### src/rtl/cam_pkg.sv
// Shared types and defaults for the camera capture controller.
package cam_pkg;

    localparam int unsigned H_BYTES_DEF = 320;
    localparam int unsigned V_LINES_DEF = 120;
    localparam int unsigned ADDR_W      = 15;
    localparam int unsigned PIX_W       = 12;
    localparam int unsigned BYTE_CNT_W  = 9;
    localparam int unsigned LINE_CNT_W  = 7;

    typedef enum logic [2:0] {
        ST_IDLE,
        ST_ARM,
        ST_WAIT_VS,
        ST_CAPTURE,
        ST_DONE
    } cam_state_e;

    function automatic logic [BYTE_CNT_W-1:0] byte_inc(input logic [BYTE_CNT_W-1:0] v);
        return (v == '1) ? v : v + 1'b1;
    endfunction

    function automatic logic [LINE_CNT_W-1:0] line_inc(input logic [LINE_CNT_W-1:0] v);
        return (v == '1) ? v : v + 1'b1;
    endfunction

endpackage

### src/rtl/cam_sync_edge.sv
// Two-flop synchronizer for one camera pin, with single-cycle rise/fall pulses
// derived from the synchronized level.
module cam_sync_edge (
    input  logic clk,
    input  logic rst_n,
    input  logic async_i,
    output logic sync_o,
    output logic rise_o,
    output logic fall_o
);

    logic meta_q, meta_d;
    logic sync_q, sync_d;
    logic prev_q, prev_d;

    always_comb begin
        meta_d = async_i;
        sync_d = meta_q;
        prev_d = sync_q;
    end

    always_ff @(posedge clk) begin
        if (!rst_n) begin
            meta_q <= 1'b0;
            sync_q <= 1'b0;
            prev_q <= 1'b0;
        end else begin
            meta_q <= meta_d;
            sync_q <= sync_d;
            prev_q <= prev_d;
        end
    end

    assign sync_o = sync_q;
    assign rise_o = sync_q & ~prev_q;
    assign fall_o = ~sync_q & prev_q;

endmodule

### src/rtl/cam_capture_ctrl.sv
// Frame capture sequencer for a parallel camera bus.
// Define CAP_FRAME_CHECK_EN to build the sticky frame-geometry error flag.
module cam_capture_ctrl
    import cam_pkg::*;
#(
    parameter int unsigned H_BYTES = H_BYTES_DEF,
    parameter int unsigned V_LINES = V_LINES_DEF
) (
    input  logic                  clk,
    input  logic                  rst_n,
    input  logic                  CAM_PCLK,
    input  logic                  CAM_HREF,
    input  logic                  CAM_VSYNC,
    input  logic                  start,
    input  logic                  mode_cont,
    input  logic                  abort,
    output logic                  cap_en,
    output logic                  addr_clr,
    output logic                  busy,
    output logic                  frame_done,
    output logic [LINE_CNT_W-1:0] line_cnt,
    output logic                  err
);

    localparam logic [LINE_CNT_W-1:0] V_LINES_C = LINE_CNT_W'(V_LINES);

    logic pclk_rise, href_s, href_fall, vs_rise, vs_fall;
    logic [3:0] sync_unused;

    cam_sync_edge u_pclk_sync (
        .clk    (clk),
        .rst_n  (rst_n),
        .async_i(CAM_PCLK),
        .sync_o (sync_unused[0]),
        .rise_o (pclk_rise),
        .fall_o (sync_unused[1])
    );

    cam_sync_edge u_href_sync (
        .clk    (clk),
        .rst_n  (rst_n),
        .async_i(CAM_HREF),
        .sync_o (href_s),
        .rise_o (sync_unused[2]),
        .fall_o (href_fall)
    );

    cam_sync_edge u_vsync_sync (
        .clk    (clk),
        .rst_n  (rst_n),
        .async_i(CAM_VSYNC),
        .sync_o (sync_unused[3]),
        .rise_o (vs_rise),
        .fall_o (vs_fall)
    );

    cam_state_e              state_q, state_d;
    logic                    mode_q, mode_d;
    logic                    addr_clr_q, addr_clr_d;
    logic [BYTE_CNT_W-1:0]   byte_cnt_q, byte_cnt_d;
    logic [LINE_CNT_W-1:0]   line_cnt_q, line_cnt_d;
    logic                    start_ok;

    // abort outranks start, so a simultaneous request never leaves IDLE
    assign start_ok = start && !abort && (state_q == ST_IDLE);

    always_comb begin
        state_d    = state_q;
        mode_d     = mode_q;
        addr_clr_d = 1'b0;
        byte_cnt_d = byte_cnt_q;
        line_cnt_d = line_cnt_q;

        case (state_q)
            ST_IDLE: begin
                if (start_ok) begin
                    state_d = ST_ARM;
                    mode_d  = mode_cont;
                end
            end
            ST_ARM: begin
                if (vs_rise) state_d = ST_WAIT_VS;
            end
            ST_WAIT_VS: begin
                if (vs_fall) begin
                    state_d    = ST_CAPTURE;
                    addr_clr_d = 1'b1;
                    byte_cnt_d = '0;
                    line_cnt_d = '0;
                end
            end
            ST_CAPTURE: begin
                if (pclk_rise && href_s) byte_cnt_d = byte_inc(byte_cnt_q);
                if (href_fall) begin
                    line_cnt_d = line_inc(line_cnt_q);
                    byte_cnt_d = '0;
                end
                if (vs_rise || (line_cnt_q >= V_LINES_C)) state_d = ST_DONE;
            end
            ST_DONE: begin
                state_d = mode_q ? ST_WAIT_VS : ST_IDLE;
            end
            default: state_d = ST_IDLE;
        endcase

        if (abort) begin
            state_d    = ST_IDLE;
            addr_clr_d = 1'b0;
        end
    end

    always_ff @(posedge clk) begin
        if (!rst_n) begin
            state_q    <= ST_IDLE;
            mode_q     <= 1'b0;
            addr_clr_q <= 1'b0;
            byte_cnt_q <= '0;
            line_cnt_q <= '0;
        end else begin
            state_q    <= state_d;
            mode_q     <= mode_d;
            addr_clr_q <= addr_clr_d;
            byte_cnt_q <= byte_cnt_d;
            line_cnt_q <= line_cnt_d;
        end
    end

    assign cap_en     = (state_q == ST_CAPTURE);
    assign busy       = (state_q != ST_IDLE);
    assign frame_done = (state_q == ST_DONE);
    assign addr_clr   = addr_clr_q;
    assign line_cnt   = line_cnt_q;

`ifdef CAP_FRAME_CHECK_EN
    localparam logic [BYTE_CNT_W-1:0] H_BYTES_C = BYTE_CNT_W'(H_BYTES);

    logic err_q, err_d;

    always_comb begin
        err_d = err_q;
        if (start_ok) err_d = 1'b0;
        if (state_q == ST_CAPTURE) begin
            if (href_fall && (byte_cnt_q != H_BYTES_C)) err_d = 1'b1;
            // a frame cut short by VSYNC is the only way to end with a wrong line count
            if (vs_rise && (line_cnt_q != V_LINES_C)) err_d = 1'b1;
        end
    end

    always_ff @(posedge clk) begin
        if (!rst_n) err_q <= 1'b0;
        else        err_q <= err_d;
    end

    assign err = err_q;
`else
    localparam int unsigned h_bytes_unused = H_BYTES;

    assign err = 1'b0;
`endif

endmodule

### config.mk
export PLATFORM = sky130hd
export DESIGN_NAME = cam_capture_ctrl
export DESIGN_NICKNAME = d
export VERILOG_FILES = /design/src/rtl/cam_pkg.sv /design/src/rtl/cam_sync_edge.sv /design/src/rtl/cam_capture_ctrl.sv
export SDC_FILE = /design/constraint.sdc
export NUM_CORES = 1
export LEC_CHECK = 0
export ABC_AREA = 0
export CAP_MARGIN = 5
export CORE_ASPECT_RATIO = 1.1
export CORE_MARGIN = 3
export CORE_UTILIZATION = 47
export CTS_CLUSTER_SIZE = 20
export DETAILED_ROUTE_END_ITERATION = 10
export PLACE_DENSITY = 0.83
export SYNTH_ARGS = -nofsm -noshare
export SYNTH_HDL_FRONTEND = slang
export SYNTH_SLANG_ARGS = --single-unit
### constraint.sdc
create_clock -name clk -period 2.15 [get_ports clk]
set_input_delay 0.215 -clock clk [delete_from_list [all_inputs] [get_ports clk]]
set_output_delay 0.215 -clock clk [all_outputs]
set_load 0.005 [all_outputs]
==> metrics <==
status finished clean; WP buf/inv 2; drt drc 0; Post-Synthesis Cell Area 857 um2; most common cell in the netlist dfxtp_1; PwrDens 560 nW/um2; num rows 15; VDD IR max 0.000430 V; clk sinks 18; CP Capture Type output pin; count of input and output buffers 17; Post-CTS Setup Repair Bufs 0; hold_buf cts 0; htree depth 1; Async S/R FF share, synth 0; Mapped Cells 94; Starting DRT DRC Count 26; synthesis warning total 0; largest family of logic cells by synthesized area simple AND/OR/NAND/NOR gates; final wirelength 1.73 mm; fraction of synthesized area in multiplexers 0.0117; Setup-failing EPs final 0; setup_tns 0 ns; type of the worst setup path flop to output pin; vias per inst 5.92; Hold Crit Class flop to flop; antenna-violating nets left 0; worst-skew pair later-pin latency 0.30 ns; fin area 1080 um2; CTS tree yes; adder-cell share of the synthesized area 0.0292; CTS Buf Count 3; GRT Resource Usage Total 0.173; CTS max path bufs 2; Fin. Hold Viols 0; vias in the first global route 750; WL per Instance 13.2 um; slowest stage delay, CP 0.55 ns; crit-path leading delay family buffers and inverters; Starting Density 0.519; post-CTS sizing 0; core area 1650 um2; Synth area leaders dfxtp_1, and2_1, nand3_1; drt pass-1 iters 4; net count after synthesis 104; CP max FO 9; detailed placer's ending HPWL 1.32 mm; Die H 50.8 um; Max Transition Viols Final 0; worst-path cell chain nand3b_4 > inv_1 > clkdlybuf4s50_1; grt ovf 0; post-synthesis compound-gate area fraction 0.172; IO Count 20; crit share post-route 0.901; Die ar. 2370 um2; crit path time final 1.94 ns; post-synthesis cell type count 35; post-synthesis xor/xnor area fraction 0.0102; post-synthesis simple-gate area fraction 0.307; register area share after synthesis 0.420; Largest register FFs 7; Post-synth EDFFs 0; Seq cells post-synth 18; Die Wd 46.7 um; NumNets Final 125; Area Overhead vs Synth 26.0%; Leak 0.000409 uW; unrepaired setup endpoints after global routing no; placed inst area 1040 um2; # diodes 0; cell type with the highest aggregate area in the netlist dfxtp_1; Top FF cell, synth dfxtp_1; CP required 1.93 ns; routed vias 775; max-cap viol count 0; Commonest cells post-synth dfxtp_1, inv_1, nand2_1; CTS Root Cell clkbuf_4; syn avg cell area 9.12 um2; post-synth top area share 0.420; Crit-path slowest cell dfxtp_1; Max Clock Freq 0.516 GHz; Arr. time, crit path 1.72 ns; Final GP Congestion 0.780; share of cells above drive strength 1 0.0965; crit start category flop; first-pass GRT wire length 3.06 mm; Layout Skew 0.00928 ns; pin count of the biggest net entering global routing 11; initial antenna violation count 0; Reg clk slew, reported paths 0.10 ns
layout make-up:
class | count | area, um2
fill | 135 | 572
multi-input combinational | 67 | 458
sequential | 18 | 360
timing repair buffer | 18 | 178
clock buffer | 4 | 36.3
inverter | 7 | 26.3
tap | 17 | 21.3
per-stage QoR:
| step | hold slack [ns] | total power [uW] | setup WS [ns] | utilization | std cells |
|---|---|---|---|---|---|
| 3_3_place_gp | 0.414 | 405 | 0.336 | 0.632 | 127 |
| 5_1_grt | 0.471 | 627 | 0.137 | 0.654 | 131 |
| 4_1_cts | 0.449 | 609 | 0.223 | 0.654 | 131 |
| 6_report | 0.445 | 605 | 0.213 | 0.654 | 131 |
| 2_1_floorplan | 0.337 | 384 | 0.395 | - | 94 |
| 3_5_place_dp | 0.426 | 407 | 0.294 | 0.632 | 127 |
logic make-up (layout without fill, tap and decap cells):
group           count (synthesis)  after routing
simple gates                   43             43
compound gates                 19             19
flops                          18             18
buf+inv                         9             29
fa+ha+maj                       2              2
other cells                     1              1
xor+xnor                        1              1
mux                             1              1
placed cells by master (no fill, tap or decap), types with 2 or more instances in the layout:
master            n
dfxtp_1          18
and2_1            6
a21oi_1           3
nor3b_1           2
nor3_1            2
clkdlybuf4s50_1  17
ha_1              2
nand3_1           6
nor2_1            5
a31oi_1           4
inv_1             7
o211ai_1          2
o2111ai_1         2
clkbuf_4          3
nor2b_1           2
nand2_1           7
nand2b_1          4
nand4_1           2
o32ai_1           2
where the power goes:
group / switching (uW) / internal (uW) / total, uW
sequential: 8.93 / 341 / 350
combinational: 21.0 / 28.4 / 49.4
clock: 102 / 103 / 205
worst register-to-register path: stages, from the launching register on:
cell	delay (ns)
dfxtp_1	0.55
nand3b_4	0.14
inv_1	0.19
o211ai_4	0.15
or4_2	0.62
a31oi_1	0.18
metal layers:
metal | wire, um | track usage | part of all wire
met5 | 0 | 0 | 0
met1 | 742 | 0.210 | 0.43
met2 | 857 | 0.278 | 0.50
met3 | 107 | 0.0609 | 0.062
met4 | 24 | 0.0553 | 0.014
worst paths after layout:
kind	to	depth (start not counted)	slack [ns]	from
worst max-delay path	cap_en	3	0.21	state_q[0]$_SDFFE_PP0P_
worst min-delay path	u_href_sync.sync_o$_SDFF_PN0_	1	0.44	u_href_sync.meta_q$_SDFF_PN0_
worst max register to register	line_cnt[3]$_SDFFE_PN0P_	5	0.26	state_q[0]$_SDFFE_PP0P_
worst min register to register	u_href_sync.sync_o$_SDFF_PN0_	1	0.44	u_href_sync.meta_q$_SDFF_PN0_
No activity file was read; power rests on OpenSTA's default activity.
